File: config.mk
export PLATFORM = sky130hd
export DESIGN_NAME = id_stage
export DESIGN_NICKNAME = d
export VERILOG_FILES = /design/src/rtl/rv32i_pkg.sv /design/src/rtl/regfile.sv /design/src/rtl/id_stage.sv
export SDC_FILE = /design/constraint.sdc
export NUM_CORES = 2
export LEC_CHECK = 0
export CAP_MARGIN = 20
export CELL_PAD_IN_SITES_DETAIL_PLACEMENT = 0
export CELL_PAD_IN_SITES_GLOBAL_PLACEMENT = 1
export CORE_ASPECT_RATIO = 1.5
export CORE_MARGIN = 1
export CORE_UTILIZATION = 53
export DETAILED_ROUTE_END_ITERATION = 10
export PLACE_DENSITY = 0.79
export SLEW_MARGIN = 20
export SYNTH_ARGS = -nofsm -noshare
export SYNTH_HDL_FRONTEND = slang
export SYNTH_HIERARCHICAL = 1
export SYNTH_SLANG_ARGS = --single-unit
File: constraint.sdc
create_clock -name clk -period 3.05 [get_ports clk]
set_input_delay 0.4575 -clock clk [delete_from_list [all_inputs] [get_ports clk]]
set_output_delay 0.4575 -clock clk [all_outputs]
set_load 0.005 [all_outputs]
File: src/rtl/rv32i_pkg.sv
// Shared RV32I opcode, funct and ALU control encodings for the decode stage and the ALU.
package rv32i_pkg;

    localparam logic [6:0] OPC_OP     = 7'b0110011;
    localparam logic [6:0] OPC_OP_IMM = 7'b0010011;
    localparam logic [6:0] OPC_LUI    = 7'b0110111;
    localparam logic [6:0] OPC_AUIPC  = 7'b0010111;

    localparam logic [6:0] F7_BASE = 7'h00;
    localparam logic [6:0] F7_ALT  = 7'h20;

    localparam logic [2:0] F3_ADD  = 3'b000;
    localparam logic [2:0] F3_SLL  = 3'b001;
    localparam logic [2:0] F3_SLT  = 3'b010;
    localparam logic [2:0] F3_SLTU = 3'b011;
    localparam logic [2:0] F3_XOR  = 3'b100;
    localparam logic [2:0] F3_SR   = 3'b101;
    localparam logic [2:0] F3_OR   = 3'b110;
    localparam logic [2:0] F3_AND  = 3'b111;

    typedef enum logic [3:0] {
        ALU_ADD  = 4'b0000,
        ALU_SUB  = 4'b0001,
        ALU_AND  = 4'b0010,
        ALU_OR   = 4'b0011,
        ALU_XOR  = 4'b0100,
        ALU_SLL  = 4'b0101,
        ALU_SRL  = 4'b0110,
        ALU_SRA  = 4'b0111,
        ALU_SLT  = 4'b1000,
        ALU_SLTU = 4'b1001
    } alu_op_e;

    // Base (funct7 = 0) operation selected by funct3; shared by OP and OP-IMM.
    function automatic alu_op_e alu_from_f3(input logic [2:0] f3);
        alu_op_e op;
        case (f3)
            F3_ADD:  op = ALU_ADD;
            F3_SLL:  op = ALU_SLL;
            F3_SLT:  op = ALU_SLT;
            F3_SLTU: op = ALU_SLTU;
            F3_XOR:  op = ALU_XOR;
            F3_SR:   op = ALU_SRL;
            F3_OR:   op = ALU_OR;
            default: op = ALU_AND;
        endcase
        return op;
    endfunction

endpackage

File: src/rtl/regfile.sv
// Integer register file: two asynchronous read ports, one synchronous write port, x0 reads zero.
module regfile #(
    parameter int XLEN  = 32,
    parameter int NREGS = 32
) (
    input  logic            clk,
    input  logic            rst,
    input  logic [4:0]      raddr_a,
    input  logic [4:0]      raddr_b,
    output logic [XLEN-1:0] rdata_a,
    output logic [XLEN-1:0] rdata_b,
    input  logic            we,
    input  logic [4:0]      waddr,
    input  logic [XLEN-1:0] wdata
);

    logic [XLEN-1:0] regs [NREGS];

    always_ff @(posedge clk) begin
        if (rst) begin
            for (int i = 0; i < NREGS; i++) begin
                regs[i] <= '0;
            end
        end else if (we && (waddr != 5'd0)) begin
            regs[waddr] <= wdata;
        end
    end

    assign rdata_a = (raddr_a == 5'd0) ? '0 : regs[raddr_a];
    assign rdata_b = (raddr_b == 5'd0) ? '0 : regs[raddr_b];

endmodule

File: src/rtl/id_stage.sv
// RV32I decode stage: register read with writeback bypass, immediate generation and a
// one-entry valid/ready output register feeding the ALU.
module id_stage
    import rv32i_pkg::*;
#(
    parameter int XLEN  = 32,
    parameter int NREGS = 32
) (
    input  logic            clk,
    input  logic            rst,
    input  logic            in_valid,
    output logic            in_ready,
    input  logic [31:0]     instr,
    input  logic [XLEN-1:0] pc,
    input  logic            flush,
    input  logic            wb_en,
    input  logic [4:0]      wb_rd,
    input  logic [XLEN-1:0] wb_data,
    output logic            out_valid,
    input  logic            out_ready,
    output logic [XLEN-1:0] alu_a,
    output logic [XLEN-1:0] alu_b,
    output logic [3:0]      alu_ctrl,
    output logic [4:0]      rd,
    output logic            rd_we,
    output logic            illegal
);

    logic [6:0]      opcode;
    logic [2:0]      f3;
    logic [6:0]      f7;
    logic [4:0]      rs1;
    logic [4:0]      rs2;
    logic [4:0]      dec_rd;
    logic [XLEN-1:0] rf_a;
    logic [XLEN-1:0] rf_b;
    logic [XLEN-1:0] rs1_val;
    logic [XLEN-1:0] rs2_val;
    logic [XLEN-1:0] imm_i;
    logic [XLEN-1:0] imm_u;
    logic [XLEN-1:0] shamt;
    logic [XLEN-1:0] dec_a;
    logic [XLEN-1:0] dec_b;
    alu_op_e         dec_ctrl;
    logic            dec_ill;
    logic            accept;

    assign opcode = instr[6:0];
    assign dec_rd = instr[11:7];
    assign f3     = instr[14:12];
    assign rs1    = instr[19:15];
    assign rs2    = instr[24:20];
    assign f7     = instr[31:25];

    assign imm_i = {{20{instr[31]}}, instr[31:20]};
    assign imm_u = {instr[31:12], 12'b0};
    assign shamt = {27'b0, instr[24:20]};

    regfile #(
        .XLEN  (XLEN),
        .NREGS (NREGS)
    ) u_regfile (
        .clk     (clk),
        .rst     (rst),
        .raddr_a (rs1),
        .raddr_b (rs2),
        .rdata_a (rf_a),
        .rdata_b (rf_b),
        .we      (wb_en),
        .waddr   (wb_rd),
        .wdata   (wb_data)
    );

    // A value being written back this cycle is not yet in the array, so forward it.
    assign rs1_val = (wb_en && (wb_rd == rs1) && (rs1 != 5'd0)) ? wb_data : rf_a;
    assign rs2_val = (wb_en && (wb_rd == rs2) && (rs2 != 5'd0)) ? wb_data : rf_b;

    always_comb begin
        dec_a    = '0;
        dec_b    = '0;
        dec_ctrl = ALU_ADD;
        dec_ill  = 1'b0;
        case (opcode)
            OPC_OP: begin
                dec_a = rs1_val;
                dec_b = rs2_val;
                if (f7 == F7_BASE) begin
                    dec_ctrl = alu_from_f3(f3);
                end else if ((f7 == F7_ALT) && (f3 == F3_ADD)) begin
                    dec_ctrl = ALU_SUB;
                end else if ((f7 == F7_ALT) && (f3 == F3_SR)) begin
                    dec_ctrl = ALU_SRA;
                end else begin
                    dec_ill = 1'b1;
                end
            end
            OPC_OP_IMM: begin
                dec_a    = rs1_val;
                dec_b    = imm_i;
                dec_ctrl = alu_from_f3(f3);
                if (f3 == F3_SLL) begin
                    dec_b   = shamt;
                    dec_ill = (f7 != F7_BASE);
                end else if (f3 == F3_SR) begin
                    dec_b = shamt;
                    if (f7 == F7_ALT) begin
                        dec_ctrl = ALU_SRA;
                    end else if (f7 != F7_BASE) begin
                        dec_ill = 1'b1;
                    end
                end
            end
            OPC_LUI: begin
                dec_b = imm_u;
            end
            OPC_AUIPC: begin
                dec_a = pc;
                dec_b = imm_u;
            end
            default: begin
                dec_ill = 1'b1;
            end
        endcase
        // Anything unsupported travels as a harmless ADD of zeros.
        if (dec_ill) begin
            dec_a    = '0;
            dec_b    = '0;
            dec_ctrl = ALU_ADD;
        end
    end

    assign in_ready = !out_valid || out_ready;
    assign accept   = in_valid && in_ready;

    // Flush wins over a same-cycle capture; the dropped instruction is still consumed upstream.
    always_ff @(posedge clk) begin
        if (rst) begin
            out_valid <= 1'b0;
            alu_a     <= '0;
            alu_b     <= '0;
            alu_ctrl  <= ALU_ADD;
            rd        <= '0;
            rd_we     <= 1'b0;
            illegal   <= 1'b0;
        end else if (flush) begin
            out_valid <= 1'b0;
        end else if (accept) begin
            out_valid <= 1'b1;
            alu_a     <= dec_a;
            alu_b     <= dec_b;
            alu_ctrl  <= dec_ctrl;
            rd        <= dec_rd;
            rd_we     <= !dec_ill && (dec_rd != 5'd0);
            illegal   <= dec_ill;
        end else if (out_ready) begin
            out_valid <= 1'b0;
        end
    end

endmodule

==> run metrics <==
die span in y 412 um; number of unique standard cell types used by synthesis 70; Slew headroom between 20% and 30%; RSZ-0062 raised after global routing false; number of instances in the synthesized netlist 4102; library cell with the highest instance count after synthesis sky130_fd_sc_hd__edfxtp_1; power per cell area 525 nW/um2; Initial Utilization a little over half; wire length per cell after detailed routing between 30 and 40 um; data arrival time at the worst-slack endpoint 3160 ps; core footprint between 100000 and 150000 um2; half-perimeter wire length after placement 137000 um; per-cell via count in the routed design 6.77; longest individual stage delay on the worst path 650 ps; fraction of final layout cells sized beyond drive strength 1 roughly 28%; Reg-to-Reg Start u_regfile/regs[15][29]; Worst Clk Skew 26.7 ps; number of buffers on the longest clock path 3; CTS buffer count around 110; max capacitance violation total 0; sequential share of the synthesized area approximately 54%; GP Congestion between 0.9 and 1; FMAX just under 400 MHz; detailed router's first-iteration violation count approximately 5200; HP Class in2reg; sequential cell area in the final layout roughly 32000 um2; critical path endpoint category flop; final-report hold violation count 0; CTS Root Cell sky130_fd_sc_hd__clkbuf_16; row count 150; number of antenna violations at the first check in global routing 13; signed area change from the synthesized netlist to the final layout 16.8%; nature of the critical path startpoint flop; pin count of the biggest net entering global routing 75; Yosys top cell area share just over 50%; Hold Startpoint rst; leading post-synthesis cells by instance count 1024 x sky130_fd_sc_hd__edfxtp_1, 996 x sky130_fd_sc_hd__and2_1, 472 x sky130_fd_sc_hd__mux4_2, 301 x sky130_fd_sc_hd__clkbuf_1, 176 x sky130_fd_sc_hd__nand2_1; Sink Count 1100; Pre-antenna DRT Iters 7; start point of the critical path u_regfile/regs[15][29]; met3 wirelength from detailed routing just over 20000 um; Total Wirelength between 200000 and 250000 um; worst reg2reg endpoint alu_b[29]; Max Used Layer met5; total negative slack 0 ps; standard cell with the maximum stage delay on the critical path sky130_fd_sc_hd__a2111oi_1; GRT Residual Overflow 0; number of fill cells in the layout around 8300; primary flip-flop cell chosen by synthesis mapping sky130_fd_sc_hd__edfxtp_1; area used by multi-input combinational logic about 25000 um2; IO Pins ~180; total placed instance area ~66000 um2; crit-path cells mux4_2, a22o_1, a2111oi_1, buf_4, nor3_1, a211oi_1, a221oi_2; Final Instance Area 69500 um2; clock-pin slew reported for the worst setup and hold paths after clock tree synthesis approximately 70 ps; Min-Delay Endpoint alu_b[5]; mean area per synthesized cell roughly 15 um2; Area contributors post-synth sky130_fd_sc_hd__edfxtp_1 52%, sky130_fd_sc_hd__mux4_2 18%, sky130_fd_sc_hd__and2_1 10%, sky130_fd_sc_hd__mux2i_1 2.6%, sky130_fd_sc_hd__dfxtp_1 2.6%; synthesized cell area 59500 um2; Max IR drop VDD slightly above 0.4 mV; Chip Width between 200 and 300 um; leakage 24.0 nW; worst-path maximum fanout 2; clock tree from TritonCTS done; final number of max-transition violations 0; global-route wire length before repair 284000 um; final critical-path share of the clock period a little over four fifths; actual transition at the worst max-transition pin around 1100 ps; post-CTS repair timing setup buffer count 0; outcome finished, final reports clean; number of nets in the layout about 4500; minimum setup slack in the final design 482 ps; #FFs+latches synth 1100; M1 wire length 70100 um; area of the die between 100000 and 150000 um2; Hold Buf Count CTS 0; cell count of the worst hold path 2; placed cells around 5700; synthesis warning total 6; Skew-Pair Late Insertion Delay approximately 730 ps; type of the setup path with the least slack reg2reg; number of enable flip-flop cells after synthesis around 1000; number of levels the H-tree was split into 3; share of async-settable or async-resettable flops after synthesis 0%; min Tclk post-route between 2000 and 3000 ps; dominant cell type by area after synthesis sky130_fd_sc_hd__edfxtp_1; data required time of the critical path between 3000 and 4000 ps; vias 40096; number of remaining DRC errors 0; Port Buf Inserts 183; met2 layer wire length in the routed design 99400 um; endpoints failing setup 0; number of global-route vias before repair 40298; DRT antenna net count 0; path depth of the worst reg2reg path 7; post-CTS resize count 0; post-placement setup slack -170 ps; total track usage between 30% and 40%; setup slack, reg-to-reg 480 ps; final cell count without fillers 5922
per-stage QoR:
stage	util (%)	power, mW	hold WS (ps)
6_report	62.4	36.5	117
5_1_grt	62.4	37.3	121
4_1_cts	62.4	36.5	74.5
3_5_place_dp	59.1	22.5	453
3_3_place_gp	59.1	22.4	443
2_1_floorplan	-	20.4	448
cell families (layout without fill, tap and decap cells):
| kind of cell | after synthesis | in the layout | synth area share [%] |
|---|---|---|---|
| other cells | 1 | 36 | 0.00630 |
| xor+xnor | 9 | 9 | 0.133 |
| mux | 696 | 696 | 21.8 |
| buf+inv | 452 | 793 | 3.54 |
| compound gates | 438 | 438 | 6.39 |
| flops | 1100 | 1100 | 54.2 |
| simple gates | 1406 | 1406 | 13.9 |
state kept, by name (all words and copies together), names as in the netlist:
name / cells
out_valid: 1
illegal: 1
rd: 5
rd_we: 1
u_regfile/regs: 1024
alu_ctrl: 4
alu_a: 32
alu_b: 32
final cells by class:
class	instances	share of cell area (%)
flip-flops and latches	1100	46.4
multi-input cells	2581	36.5
repair buffers	586	9.03
clock buffers	124	4.05
well taps	1444	2.60
clock inverters	72	1.28
inverters	11	0.0594
diodes	4	0.0144
power breakdown:
group	internal, mW	switching (mW)
Combinational	2.12	2.45
Clock	8.28	6.00
Sequential	17.3	0.428
Total	27.6	8.87
worst max-delay path by stage:
stage | end | slack, ps | cells past startpoint
detailed placement | alu_b[29] | -170 | 9
CTS | alu_b[29] | 530 | 7
global route | alu_b[29] | 430 | 7
global placement | alu_b[29] | -140 | 9
finish | alu_b[29] | 480 | 7
floorplan | alu_b[15] | 510 | 9
routing by layer:
| metal | vias up | GRT usage [%] |
|---|---|---|
| li1 | 16352 | - |
| met1 | 20474 | 44.6 |
| met2 | 2654 | 59.3 |
| met3 | 608 | 6.10 |
| met4 | 8 | 19.1 |
| met5 | - | 0 |
placed cells by master, fill, tap and decap left out, drive strengths merged, types with 14 or more instances in the layout:
| cell type | count |
|---|---|
| nand3 | 14 |
| a2111oi | 57 |
| a22oi | 25 |
| nor2b | 17 |
| bufinv | 20 |
| edfxtp | 1024 |
| a21oi | 18 |
| clkbuf | 124 |
| mux2 | 69 |
| clkinv | 44 |
| a21boi | 33 |
| nor3 | 59 |
| o22ai | 103 |
| mux4 | 472 |
| a22o | 69 |
| and2 | 998 |
| conb | 32 |
| a211oi | 28 |
| mux2i | 155 |
| buf | 413 |
| dfxtp | 76 |
| a221oi | 62 |
| nand2 | 177 |
| or2 | 35 |
| nor2 | 49 |
| o21ai | 16 |
| clkdlybuf4s50 | 173 |
worst max-delay path: cells and delay by family, from the launching register on:
kind                   cells  cell delay [ps]
multiplexers               1              470
AO/OA/AOI/OAI              4             1310
AND/OR/NAND/NOR            1               40
buffers and inverters      1              220
flip-flops                 1              390
(Power assumes the default switching activity.)
